### config.mk
export PLATFORM = sky130hd
export DESIGN_NAME = uart_receiver
export DESIGN_NICKNAME = d
export VERILOG_FILES = /design/src/rtl/uart_pkg.sv /design/src/rtl/uart_baud_tick.sv /design/src/rtl/uart_receiver.sv
export SDC_FILE = /design/constraint.sdc
export NUM_CORES = 1
export LEC_CHECK = 0
export BUFFER_PORTS_ARGS = -buffer_cell sky130_fd_sc_hd__buf_2
export CAP_MARGIN = 20
export CORE_ASPECT_RATIO = 1.1
export CORE_UTILIZATION = 59
export CTS_CLUSTER_DIAMETER = 80
export DETAILED_ROUTE_END_ITERATION = 10
export PLACE_DENSITY = 0.77
export SETUP_SLACK_MARGIN = 0.05
export SLEW_MARGIN = 25
export SYNTH_ARGS = -nofsm -noshare
export SYNTH_HDL_FRONTEND = slang
export SYNTH_SLANG_ARGS = --single-unit
### constraint.sdc
create_clock -name clk -period 2.8 [get_ports clk]
set_input_delay 0.28 -clock clk [delete_from_list [all_inputs] [get_ports clk]]
set_output_delay 0.28 -clock clk [all_outputs]
set_load 0.02 [all_outputs]
### src/rtl/uart_pkg.sv
// Shared UART definitions: receiver/transmitter state encoding and bit-timing helpers.
// Latency: none (types and constant functions only).
// Backpressure: not applicable.
package uart_pkg;

  // Frame phases shared by the receiver and transmitter state machines
  typedef enum logic [2:0] {
    IDLE   = 3'd0,
    START  = 3'd1,
    DATA   = 3'd2,
    PARITY = 3'd3,
    STOP   = 3'd4
  } uart_state_t;

  // Width of the bit timer; comfortably covers any practical clock/baud ratio
  localparam int TIMER_W = 16;

  // Clocks per serial bit (integer division; caller guarantees a result >= 2)
  function automatic int calc_bit_period(input int clock_freq, input int baud_rate);
    return clock_freq / baud_rate;
  endfunction

  // Clocks from the start-bit edge to the middle of the start bit
  function automatic int calc_half(input int clock_freq, input int baud_rate);
    return calc_bit_period(clock_freq, baud_rate) / 2;
  endfunction

endpackage

### src/rtl/uart_baud_tick.sv
// Loadable down-counting bit timer; tick is high in the last cycle before reaching zero.
// Latency: a load of N produces tick N cycles later (acted on at that clock edge).
// Backpressure: none; a load always wins over the running count.
module uart_baud_tick #(
  parameter int W = 16
) (
  input  logic         clk,
  input  logic         reset,
  input  logic         load,
  input  logic [W-1:0] load_val,
  output logic         tick
);

  logic [W-1:0] count;

  // Expiry: the count is about to step from 1 to 0 on this edge
  assign tick = (count == W'(1));

  // Reload on request, otherwise count down and park at zero
  always_ff @(posedge clk or posedge reset) begin
    if (reset) begin
      count <= '0;
    end else if (load) begin
      count <= load_val;
    end else if (count != '0) begin
      count <= count - W'(1);
    end
  end

endmodule

### src/rtl/uart_receiver.sv
// UART receiver: start/data/optional even parity/stop, mid-bit sampling; UART_RX_SYNC_EN adds a 2-flop rx synchronizer.
// Latency: word is presented one cycle after the stop-bit sample (plus 1 or 2 cycles of rx input registering).
// Backpressure: valid/ready; a new word overwrites an unaccepted one and raises overrun_err.
module uart_receiver
  import uart_pkg::*;
#(
  parameter int UART_DATA_WIDTH = 8,
  parameter int BAUD_RATE       = 30,
  parameter int CLOCK_FREQ      = 90,
  parameter int PARITY_BIT      = 1
) (
  input  logic                       clk,
  input  logic                       reset,
  input  logic                       rx,
  output logic [UART_DATA_WIDTH-1:0] data,
  output logic                       valid,
  input  logic                       ready,
  output logic                       parity_err,
  output logic                       frame_err,
  output logic                       overrun_err
);

  localparam logic [TIMER_W-1:0] BIT_T  = TIMER_W'(calc_bit_period(CLOCK_FREQ, BAUD_RATE));
  localparam logic [TIMER_W-1:0] HALF_T = TIMER_W'(calc_half(CLOCK_FREQ, BAUD_RATE));
  localparam int IDX_W = (UART_DATA_WIDTH > 1) ? $clog2(UART_DATA_WIDTH) : 1;
  localparam logic [IDX_W-1:0] LAST_IDX = IDX_W'(UART_DATA_WIDTH - 1);

  uart_state_t                state, state_nxt;
  logic                       rx_s, rx_prev;
  logic                       tick, tmr_load;
  logic [TIMER_W-1:0]         tmr_val;
  logic                       shift_en, par_en, stop_en, idx_clr;
  logic [IDX_W-1:0]           bit_idx;
  logic [UART_DATA_WIDTH-1:0] shift_data;
  logic                       par_cand, stop_cand, done;
  logic                       accept;

`ifdef UART_RX_SYNC_EN
  logic sync1, sync2;

  // Two-flop synchronizer for the asynchronous serial line
  always_ff @(posedge clk or posedge reset) begin
    if (reset) begin
      sync1 <= 1'b1;
      sync2 <= 1'b1;
    end else begin
      sync1 <= rx;
      sync2 <= sync1;
    end
  end

  assign rx_s = sync2;
`else
  logic rx_q;

  // Single input register of the serial line
  always_ff @(posedge clk or posedge reset) begin
    if (reset) begin
      rx_q <= 1'b1;
    end else begin
      rx_q <= rx;
    end
  end

  assign rx_s = rx_q;
`endif

  // Previous sampled line level, for falling-edge detection in IDLE
  always_ff @(posedge clk or posedge reset) begin
    if (reset) begin
      rx_prev <= 1'b1;
    end else begin
      rx_prev <= rx_s;
    end
  end

  uart_baud_tick #(.W(TIMER_W)) u_tick (
    .clk      (clk),
    .reset    (reset),
    .load     (tmr_load),
    .load_val (tmr_val),
    .tick     (tick)
  );

  // State register
  always_ff @(posedge clk or posedge reset) begin
    if (reset) begin
      state <= IDLE;
    end else begin
      state <= state_nxt;
    end
  end

  // Next-state and per-cycle sampling controls
  always_comb begin
    state_nxt = state;
    tmr_load  = 1'b0;
    tmr_val   = BIT_T;
    shift_en  = 1'b0;
    par_en    = 1'b0;
    stop_en   = 1'b0;
    idx_clr   = 1'b0;
    case (state)
      IDLE: begin
        if (rx_prev && !rx_s) begin
          state_nxt = START;
          tmr_load  = 1'b1;
          tmr_val   = HALF_T;
        end
      end
      START: begin
        if (tick) begin
          if (!rx_s) begin
            state_nxt = DATA;
            tmr_load  = 1'b1;
            idx_clr   = 1'b1;
          end else begin
            // Line went back high before mid-start: treat as a glitch
            state_nxt = IDLE;
          end
        end
      end
      DATA: begin
        if (tick) begin
          shift_en = 1'b1;
          tmr_load = 1'b1;
          if (bit_idx == LAST_IDX) begin
            state_nxt = (PARITY_BIT != 0) ? PARITY : STOP;
          end
        end
      end
      PARITY: begin
        if (tick) begin
          par_en    = 1'b1;
          tmr_load  = 1'b1;
          state_nxt = STOP;
        end
      end
      STOP: begin
        if (tick) begin
          stop_en   = 1'b1;
          state_nxt = IDLE;
        end
      end
      default: state_nxt = IDLE;
    endcase
  end

  // Frame assembly: LSB-first shift register, bit index, error candidates
  always_ff @(posedge clk or posedge reset) begin
    if (reset) begin
      bit_idx    <= '0;
      shift_data <= '0;
      par_cand   <= 1'b0;
      stop_cand  <= 1'b0;
      done       <= 1'b0;
    end else begin
      done <= stop_en;
      if (idx_clr) begin
        bit_idx <= '0;
      end else if (shift_en) begin
        bit_idx <= bit_idx + IDX_W'(1);
      end
      if (shift_en) begin
        shift_data <= {rx_s, shift_data[UART_DATA_WIDTH-1:1]};
      end
      if (par_en) begin
        par_cand <= (^shift_data) ^ rx_s;
      end
      if (stop_en) begin
        stop_cand <= ~rx_s;
      end
    end
  end

  assign accept = valid && ready;

  // Output word register with valid/ready handshake and overrun tracking
  always_ff @(posedge clk or posedge reset) begin
    if (reset) begin
      data        <= '0;
      valid       <= 1'b0;
      parity_err  <= 1'b0;
      frame_err   <= 1'b0;
      overrun_err <= 1'b0;
    end else begin
      if (done) begin
        data       <= shift_data;
        parity_err <= (PARITY_BIT != 0) ? par_cand : 1'b0;
        frame_err  <= stop_cand;
        valid      <= 1'b1;
      end else if (accept) begin
        valid <= 1'b0;
      end
      if (done && valid && !ready) begin
        overrun_err <= 1'b1;
      end else if (accept) begin
        overrun_err <= 1'b0;
      end
    end
  end

endmodule

==> results of run 1 <==
[metrics by stage]
| step | worst slack [ns] | area, um2 |
|---|---|---|
| detailed placement | 0.577 | 2440 |
| global route | 0.345 | 2520 |
| finish | 0.513 | 2520 |
| CTS | 0.545 | 2520 |
| floorplan | 0.721 | 2330 |
| global placement | 0.649 | 2440 |
[worst max-delay path: cells and delay by family, from the launching register on]
kind	cells	cell delay, ns
adder cells (fa/ha/maj)	1	0.17
AND/OR/NAND/NOR	3	0.94
multiplexers	1	0.36
buffers and inverters	2	0.33
flip-flops	1	0.37
[flip-flops by register name, indices dropped and copies added, names as in the netlist]
| signal | flops |
|---|---|
| overrun_err | 1 |
| parity_err | 1 |
| data | 8 |
| valid | 1 |
| bit_idx | 3 |
| shift_data | 8 |
| frame_err | 1 |
| rx_q | 1 |
| done | 1 |
| rx_prev | 1 |
| u_tick.count | 16 |
| stop_cand | 1 |
| par_cand | 1 |
| state | 3 |
[cell families after synthesis]
| group | synth area share (%) |
|---|---|
| simple gates | 16.1 |
| mux | 10.1 |
| flops | 50.5 |
| xor+xnor | 3.22 |
| buf+inv | 3.54 |
| compound gates | 14.4 |
| fa+ha+maj | 2.14 |
[cell type report]
cell class              count  area, um2  area share [%]
clock buffers               6       72.6            2.87
well taps                  50       62.6            2.48
clock inverters             2       12.5           0.496
multi-input cells         142       1070            42.5
inverters                  11       42.5            1.68
repair buffers             16       82.6            3.27
flip-flops and latches     47       1180            46.7
[worst paths after layout]
path,endpoint,slack (ns),cells after the start
worst min register to register,rx_prev$_DFF_PP1_,0.41,0
worst min-delay path,rx_q$_DFF_PP1_,0.08,1
min in group asynchronous,u_tick.count[11]$_DFFE_PP0P_,0.09,2
worst max register to register,shift_data[0]$_DFFE_PP0P_,0.51,7
worst max-delay path,shift_data[0]$_DFFE_PP0P_,0.51,7
max in group asynchronous,bit_idx[0]$_DFFE_PP0P_,2.24,2
[power breakdown]
part           total, mW  internal, mW  switching, mW
Combinational      0.610         0.249          0.361
Sequential         0.956         0.797          0.159
Clock              0.388         0.174          0.213
[per-layer routing]
metal	track usage, %	share of wire (%)
met4	10.6	1.2
met3	6.99	2.9
met2	41.2	55
met1	29.3	41
met5	0	0
[layout by cell type, fill, tap and decap left out, types with 3 or more instances in the layout]
| cell | netlist | layout |
|---|---|---|
| dfrtp_1 | 45 | 45 |
| a21oi_1 | 20 | 20 |
| mux2_2 | 20 | 20 |
| buf_2 | 2 | 15 |
| nor2_1 | 11 | 11 |
| inv_1 | 11 | 10 |
| o21ai_0 | 9 | 9 |
| or4_1 | 6 | 6 |
| o31ai_1 | 6 | 6 |
| nand4_1 | 6 | 6 |
| or3_1 | 5 | 5 |
| clkbuf_8 | 0 | 5 |
| nand2_1 | 4 | 4 |
| xnor2_1 | 4 | 4 |
| ha_1 | 4 | 4 |
| nor4_2 | 3 | 3 |
| or2_2 | 3 | 3 |
| a31o_2 | 3 | 3 |
| nand3_1 | 3 | 3 |
| nor3_1 | 3 | 3 |
| a221oi_1 | 3 | 3 |
==> results.py, run 1 <==
metrics = {
    "clock_network": {
        "max-clock-path-buffers": 2,
        "post_cts_buffers": 0,
        "cts_root_buffer": "clkbuf_8",
        "htreeDepth": 2,
        "clock_latency_ns": 0.29,
        "clk_transition_reported_paths_ns": 0.08,
        "cts.sinks": 47,
        "numCtsBuffers": 5,
        "postCtsResizedCells": 0,
        "cts_hold_buf": 0,
        "cts_tree": "done",
    },
    "cells_and_area": {
        "fill_cells": 280,
        "drive_gt1_share_pct": 27.2,
        "post-route-util_pct": 68.0,
        "fin_nets": 231,
        "final_cells": 274,
        "antenna_cells": 0,
        "syn_to_final_growth_pct": 8.15,
    },
    "detailed_routing": {
        "ant_nets": 0,
        "routed_wl_mm": 4.57,
        "drt-initial-drc-count": 117,
        "num_vias": 1691,
        "drtPass1Iterations": 5,
        "viasPerCell": 6.17,
        "post-route-drc-count": 0,
        "wire_per_inst_um": 16.7,
    },
    "timing": {
        "slew_violations": 0,
        "period_share_pct": 81.7,
        "fmax_mhz": 437,
        "slew_headroom_pct": 48.6,
        "rsz0062_at_grt": "no",
        "tightestPinTransition_ns": 0.770,
        "clock_skew_ns": 0.00498,
        "finalHoldViolCount": 0,
        "setup_viol": 0,
        "fin_hold_ws_ns": 0.0789,
        "timing.setup.tns_ns": 0,
        "period_needed_ns": 2.29,
    },
    "synth": {
        "synth-edff-count": 0,
        "yosys_register_bits": 47,
        "ys_types": 47,
        "seq_area_frac_synth_pct": 50.5,
        "syn_inst": 210,
        "synth_top_area_share_pct": 48.2,
        "ys_warn_count": 0,
        "synth_commonest_cells": "45 x dfrtp_1, 20 x a21oi_1, 20 x mux2_2",
        "synth_fp_nets": 218,
        "synth-async-reset-ratio_pct": 100,
        "syn-cell-area_mm2": 0.00233,
        "yosysMostFrequentCell": "dfrtp_1",
        "synth_top_area_cell": "dfrtp_1",
        "synthFlopType": "dfrtp_1",
        "synth_area_leaders": "dfrtp_1 48%, mux2_2 9.6%, a21oi_1 4.3%, dfstp_2 2.3%, ha_1 2.1%",
        "avgSynthCellArea_um2": 11.1,
    },
    "job": {
        "maxCapViolations": 0,
    },
    "power_and_ir_drop": {
        "fin_total_pwr_mw": 1.95,
        "p_per_area_mw_per_mm2": 774,
        "leakage_nw": 1.17,
        "peakVddDrop_uv": 354,
    },
    "grt": {
        "grt_max_degree": 48,
        "antenna_found_initial": 0,
        "grt_usage_pct": 24.7,
        "grt_pass1_vias": 1672,
        "grt_pass1_wl_mm": 7.42,
        "grt_overflow_total": 0,
    },
    "worst_setup_path": {
        "cpPeakStageDelay_ns": 0.43,
        "critPathSlowestCell": "nor4b_1",
        "critical_path.endpoint_type": "flip-flop",
        "arrival_ns": 2.47,
        "crit_type": "flip-flop to flip-flop",
        "cp-start-kind": "flip-flop",
        "cp_cell_sequence": "inv_1 -> ha_1 -> nor4b_1 -> nand4_2 -> nor3_1 -> buf_4 -> mux2_2",
        "critPathRequiredTime_ns": 2.98,
        "r2r_start": "u_tick.count[1]$_DFFE_PP0P_",
        "crit_path_start": "u_tick.count[1]$_DFFE_PP0P_",
        "critical_path.max_fanout": 11,
    },
    "die": {
        "start_util_pct": 62.9,
        "row_count": 23,
        "dieHeight_um": 68.0,
        "coreArea_mm2": 0.00371,
        "die_x_um": 62.0,
        "die_area_mm2": 0.00421,
        "io_pins": 16,
    },
    "worst_hold_path": {
        "hp-class": "input port to flip-flop",
        "hp-start": "rx",
    },
    "placed_design": {
        "place.port_buffers": 15,
        "post-place-cells": 266,
        "gp_congestion": 0.837,
        "dp_hpwl_mm": 3.30,
    },
    "status": {
        "status": "complete, no violations",
    },
}
(Power assumes the default switching activity.)
==> run 2: changes to the inputs <==
--- a/config.mk
+++ b/config.mk
@@ -8,10 +8,10 @@
 export BUFFER_PORTS_ARGS = -buffer_cell sky130_fd_sc_hd__buf_2
 export CAP_MARGIN = 20
 export CORE_ASPECT_RATIO = 1.1
-export CORE_UTILIZATION = 59
+export CORE_UTILIZATION = 54
 export CTS_CLUSTER_DIAMETER = 80
 export DETAILED_ROUTE_END_ITERATION = 10
-export PLACE_DENSITY = 0.77
+export PLACE_DENSITY = 0.74
 export SETUP_SLACK_MARGIN = 0.05
 export SLEW_MARGIN = 25
 export SYNTH_ARGS = -nofsm -noshare
==> constraint.sdc (replaced) <==
create_clock -name clk -period 2.1 [get_ports clk]
set_input_delay 0.21 -clock clk [delete_from_list [all_inputs] [get_ports clk]]
set_output_delay 0.21 -clock clk [all_outputs]
set_load 0.02 [all_outputs]
==> results.py, run 2 (same netlist as run 1, synthesis figures left out) <==
metrics = {
    "status": {
        "status": "complete, no violations",
    },
    "cells_and_area": {
        "antenna_cells": 0,
        "fill_cells": 310,
        "regArea_mm2": 0.00118,
        "top_regs": "u_tick.count (16), data (8), shift_data (8)",
        "final_cells": 298,
        "fin_nets": 253,
        "largest_register": "u_tick.count",
        "multiInputGateArea_mm2": 0.00110,
        "final_common_cell": "dfrtp_1",
        "largest_reg_flops": 16,
        "drive_gt1_share_pct": 35.0,
        "syn_to_final_growth_pct": 18.6,
        "final_cell_mix": "44 x dfrtp_1, 22 x buf_4, 20 x a21oi_1, 20 x mux2_2, 15 x buf_2",
    },
    "timing": {
        "tightestPinTransition_ns": 0.580,
        "clock_skew_ns": 0.00670,
        "rsz0062_at_grt": "yes",
        "fmax_mhz": 503,
        "setup_viol": 0,
        "finalHoldViolCount": 0,
        "slew_headroom_pct": 61.3,
        "period_needed_ns": 1.99,
        "period_share_pct": 94.7,
        "slew_violations": 0,
    },
    "placed_design": {
        "dp_hpwl_mm": 3.36,
        "gp_congestion": 0.924,
        "post-place-cells": 284,
        "place.port_buffers": 15,
    },
    "detailed_routing": {
        "post-route-drc-count": 0,
        "wire_per_inst_um": 16.5,
        "routed_wl_mm": 4.92,
        "drt-initial-drc-count": 123,
        "viasPerCell": 6.07,
        "ant_nets": 0,
        "num_vias": 1808,
        "drtPass1Iterations": 4,
    },
    "grt": {
        "grt_pass1_vias": 1887,
        "antenna_found_initial": 0,
        "grt_pass1_wl_mm": 8.36,
        "grt_overflow_total": 0,
        "grt_max_degree": 48,
        "grt_usage_pct": 23.6,
    },
    "power_and_ir_drop": {
        "swShare_pct": 34.4,
        "seq_power_share_pct": 41.0,
        "internal_power_mw": 2.05,
        "p_sw_mw": 1.08,
        "p_per_area_mw_per_mm2": 1130,
        "fin_total_pwr_mw": 3.13,
        "peakVddDrop_uv": 650,
        "p_clk_share_pct": 24.9,
        "leakage_nw": 1.31,
        "combPwrFrac_pct": 34.1,
    },
    "clock_network": {
        "clock_latency_ns": 0.30,
        "cts_tree": "done",
        "max-clock-path-buffers": 2,
        "numCtsBuffers": 5,
        "cts.sinks": 47,
        "cts_root_buffer": "clkbuf_8",
        "clk_transition_reported_paths_ns": 0.09,
        "htreeDepth": 2,
    },
    "worst_setup_path": {
        "crit_top_cell": "or4_1",
        "cp-start-kind": "flip-flop",
        "arrival_ns": 2.22,
        "critPathSlowestCell": "or4_1",
        "critical_path.endpoint_type": "flip-flop",
        "critical_path.max_fanout": 6,
        "cpPeakStageDelay_ns": 0.54,
        "crit_type": "flip-flop to flip-flop",
        "critPathRequiredTime_ns": 2.33,
        "cp_cell_sequence": "or4_1 -> or3_4 -> or4_1 -> a21oi_1",
    },
    "job": {
        "maxCapViolations": 0,
    },
    "die": {
        "die_area_mm2": 0.00459,
        "io_pins": 16,
        "die_x_um": 64.7,
        "start_util_pct": 57.6,
        "row_count": 24,
        "coreArea_mm2": 0.00405,
        "dieHeight_um": 71.0,
    },
    "worst_hold_path": {
        "hp-class": "input port to async pin",
    },
}
-- run 2: worst paths after layout --
kind                                             start                            to  slack [ns]  depth (start not counted)
max                        u_tick.count[5]$_DFFE_PP0P_  u_tick.count[15]$_DFFE_PP0P_        0.11                          4
min                                              reset  u_tick.count[13]$_DFFE_PP0P_        0.04                          3
max reg2reg                u_tick.count[5]$_DFFE_PP0P_  u_tick.count[15]$_DFFE_PP0P_        0.11                          4
min reg2reg                             rx_q$_DFF_PP1_             rx_prev$_DFF_PP1_        0.41                          0
max in group asynchronous                        reset   u_tick.count[8]$_DFFE_PP0P_        1.65                          3
min in group clk                                 ready       overrun_err$_DFFE_PP0P_        0.10                          2
-- run 2: timing repair --
item	in CTS	in global routing
pin swaps	1	1
endpoints found under the hold margin	1	0
resized for setup	0	5
hold buffers	1	0
buffers inserted	2	3
setup endpoints to repair	1	21
-- run 2: per-stage QoR --
step / utilization [%] / setup TNS (ns) / instance area [um2] / hold slack [ns] / setup WS (ns)
3_3_place_gp: 63.3 / 0 / 2570 / 0.316 / 0.0978
2_1_floorplan: - / 0 / 2350 / 0.214 / 0.0392
6_report: 68.3 / 0 / 2770 / 0.0389 / 0.110
4_1_cts: 67.3 / 0 / 2730 / 0.0611 / 0.0824
3_5_place_dp: 63.3 / 0 / 2570 / 0.316 / 0.0418
5_1_grt: 68.3 / -0.0132 / 2770 / 0.0888 / -0.00618
-- run 2: layer usage --
metal / track usage (%) / vias to the layer above / part of all wire (%)
li1: - / 848 / -
met4: 9.14 / 0 / 1.9
met5: 0 / - / 0
met1: 26.7 / 915 / 40
met3: 5.48 / 10 / 2.6
met2: 42.7 / 35 / 55
-- run 2: worst max-delay path: cells and delay by family (launching register included) --
kind / cells / cell delay [ns]
AO/OA/AOI/OAI: 1 / 0.14
flip-flops: 1 / 0.39
AND/OR/NAND/NOR: 3 / 1.39
-- run 2: power groups by stage --
| stage | Sequential [mW] | Combinational [mW] | Clock [mW] |
|---|---|---|---|
| floorplan | 1.20 | 0.733 | 0 |
| global placement | 1.26 | 0.916 | 0 |
| detailed placement | 1.28 | 0.950 | 0 |
| CTS | 1.26 | 0.992 | 0.797 |
| global route | 1.30 | 1.19 | 0.831 |
| finish | 1.28 | 1.07 | 0.779 |
-- run 2: final cells by class --
type / instances / area share [%]
Tap cell: 52 / 2.35
Clock buffer: 5 / 2.49
Multi-Input combinational cell: 142 / 39.6
Timing Repair Buffer: 38 / 9.04
Sequential cell: 47 / 42.6
Inverter: 11 / 1.49
Clock inverter: 3 / 2.44
==> run 3: changes to the inputs <==
--- a/config.mk
+++ b/config.mk
@@ -12,6 +12,7 @@
 export CTS_CLUSTER_DIAMETER = 80
 export DETAILED_ROUTE_END_ITERATION = 10
 export PLACE_DENSITY = 0.74
+export RECOVER_POWER = 100
 export SETUP_SLACK_MARGIN = 0.05
 export SLEW_MARGIN = 25
 export SYNTH_ARGS = -nofsm -noshare
==> results.py, run 3 (same netlist as run 1, synthesis figures left out) <==
metrics = {
    "worst_setup_path": {
        "critPathRequiredTime_ns": 2.29,
        "cp-start-kind": "flip-flop",
        "arrival_ns": 2.23,
        "cpPeakStageDelay_ns": 0.54,
        "critical_path.max_fanout": 5,
        "crit_type": "flip-flop to flip-flop",
        "timing.rr.end": "stop_cand$_DFFE_PP0P_",
        "r2r_start": "u_tick.count[5]$_DFFE_PP0P_",
        "critical_path.endpoint_type": "flip-flop",
        "r2r_setup_slack_ns": 0.06,
        "cp_cell_sequence": "or4_1 -> clkbuf_1 -> nor3b_1 -> nand4_1 -> mux2_2",
        "r2r_cells": 5,
        "critPathSlowestCell": "or4_1",
    },
    "cells_and_area": {
        "largest_reg_flops": 16,
        "final_cell_mix": "44 x dfrtp_1, 20 x a21oi_1, 20 x mux2_2",
        "largest_register": "u_tick.count",
        "top_regs": "u_tick.count (16), data (8), shift_data (8)",
        "multiInputGateArea_mm2": 0.00109,
        "regArea_mm2": 0.00118,
        "drive_gt1_share_pct": 28.5,
        "antenna_cells": 0,
        "fin_nets": 253,
        "final_common_cell": "dfrtp_1",
        "final_cell_area_mm2": 0.00274,
        "post-route-util_pct": 67.5,
        "fill_cells": 320,
        "syn_to_final_growth_pct": 17.2,
    },
    "clock_network": {
        "cts_root_buffer": "clkbuf_8",
        "numCtsBuffers": 5,
        "htreeDepth": 2,
        "max-clock-path-buffers": 2,
        "clock_latency_ns": 0.30,
        "cts_tree": "done",
        "cts.sinks": 47,
        "clk_transition_reported_paths_ns": 0.09,
    },
    "power_and_ir_drop": {
        "p_sw_mw": 1.07,
        "combPwrFrac_pct": 33.8,
        "p_per_area_mw_per_mm2": 1140,
        "peakVddDrop_uv": 651,
        "fin_total_pwr_mw": 3.11,
        "leakage_nw": 1.25,
        "swShare_pct": 34.5,
        "p_clk_share_pct": 25.1,
        "seq_power_share_pct": 41.1,
        "internal_power_mw": 2.04,
    },
    "placed_design": {
        "placed_area_mm2": 0.00257,
        "gp_congestion": 0.924,
        "post-place-ws_ns": 0.0418,
        "dp_hpwl_mm": 3.36,
        "place.port_buffers": 15,
    },
    "grt": {
        "use_met3_pct": 5.48,
        "grt_pass1_wl_mm": 8.36,
        "antenna_found_initial": 0,
        "grtUsageMet1_pct": 26.7,
        "grt_max_degree": 48,
        "grt_pass1_vias": 1887,
        "grt.busiest_layer": "met2",
        "use_met2_pct": 42.7,
        "grt_overflow_total": 0,
        "grt_usage_pct": 23.6,
    },
    "timing": {
        "slew_violations": 0,
        "worst_slack_ns": 0.0578,
        "slew_headroom_pct": 23.8,
        "tightestPinTransition_ns": 1.14,
        "clock_skew_ns": 0.00790,
        "fmax_mhz": 490,
        "rsz0062_at_grt": "yes",
        "timing.setup.tns_ns": 0,
        "setup_viol": 0,
        "period_share_pct": 97.2,
        "period_needed_ns": 2.04,
        "finalHoldViolCount": 0,
    },
    "detailed_routing": {
        "wire_per_inst_um": 16.5,
        "ant_nets": 0,
        "post-route-drc-count": 0,
        "viasPerCell": 6.02,
        "num_vias": 1793,
        "routed_wl_mm": 4.90,
        "drt-initial-drc-count": 108,
        "drtPass1Iterations": 4,
    },
    "die": {
        "start_util_pct": 57.6,
        "io_pins": 16,
        "die_area_mm2": 0.00459,
        "die_x_um": 64.7,
        "dieHeight_um": 71.0,
        "coreArea_mm2": 0.00405,
        "row_count": 24,
    },
    "worst_hold_path": {
        "hp-start": "ready",
        "min_path_cells": 2,
        "hp-class": "input port to flip-flop",
        "hold_path_end": "overrun_err$_DFFE_PP0P_",
    },
    "job": {
        "maxCapViolations": 0,
    },
    "status": {
        "status": "complete, no violations",
    },
}
## run 3: cell types whose count changed in the layout (fill, tap and decap cells not counted)
| cell | change |
|---|---|
| clkbuf_1 | +14 |
| buf_2 | -12 |
| buf_4 | -4 |
| clkbuf_2 | +2 |
| dfstp_1 | +1 |
| dfstp_2 | -1 |
| nor3b_1 | +1 |
| nor3b_2 | -1 |
## run 3: worst max-delay path by stage
stage / start / end / slack [ns]
floorplan: u_tick.count[3]$_DFFE_PP0P_ / u_tick.count[15]$_DFFE_PP0P_ / 0.04
global placement: u_tick.count[8]$_DFFE_PP0P_ / u_tick.count[15]$_DFFE_PP0P_ / 0.1
detailed placement: u_tick.count[8]$_DFFE_PP0P_ / u_tick.count[15]$_DFFE_PP0P_ / 0.04
CTS: u_tick.count[5]$_DFFE_PP0P_ / u_tick.count[15]$_DFFE_PP0P_ / 0.08
global route: u_tick.count[1]$_DFFE_PP0P_ / u_tick.count[0]$_DFFE_PP0P_ / -0.007
finish: u_tick.count[5]$_DFFE_PP0P_ / stop_cand$_DFFE_PP0P_ / 0.06
## run 3: per-stage QoR
step	std cells	hold slack (ns)
after floorplan	210	0.214
after global placement	284	0.316
after detailed placement	284	0.316
after CTS	295	0.0611
after global routing	298	0.0888
final	298	0.103
## run 3: what timing repair did
item	in CTS	in global routing
endpoints found under the setup margin	1	21
gates resized for setup	0	5
buffers inserted	2	3
hold buffers	1	0
endpoints found under the hold margin	1	0
pin swaps	1	1
## run 3: area by class of cell
cell class	instances	share of cell area (%)
Clock buffer	5	2.51
Clock inverter	3	2.47
Inverter	11	1.51
Multi-Input combinational cell	142	39.9
Sequential cell	47	43.1
Tap cell	52	2.38
Timing Repair Buffer	38	8.14
## run 3: metal layers
metal,share of wire (%),vias to the layer above,wire length [um]
met1,40,905,1980
met2,55,32,2720
met4,1.9,0,95
met3,2.2,10,108
li1,-,846,-
met5,0,-,0
## run 3: power by group through the flow
stage,clock network [mW],registers [mW],logic (mW)
after floorplan,0,1.20,0.733
after global placement,0,1.26,0.916
after detailed placement,0,1.28,0.950
after CTS,0.797,1.26,0.992
after global routing,0.831,1.30,1.18
final,0.779,1.28,1.05
## run 3: worst max-delay path: cells and delay by family, from the launching register on
| family | cells | cell delay [ns] |
|---|---|---|
| buf+inv | 1 | 0.18 |
| mux | 1 | 0.30 |
| flops | 1 | 0.39 |
| simple gates | 3 | 1.06 |
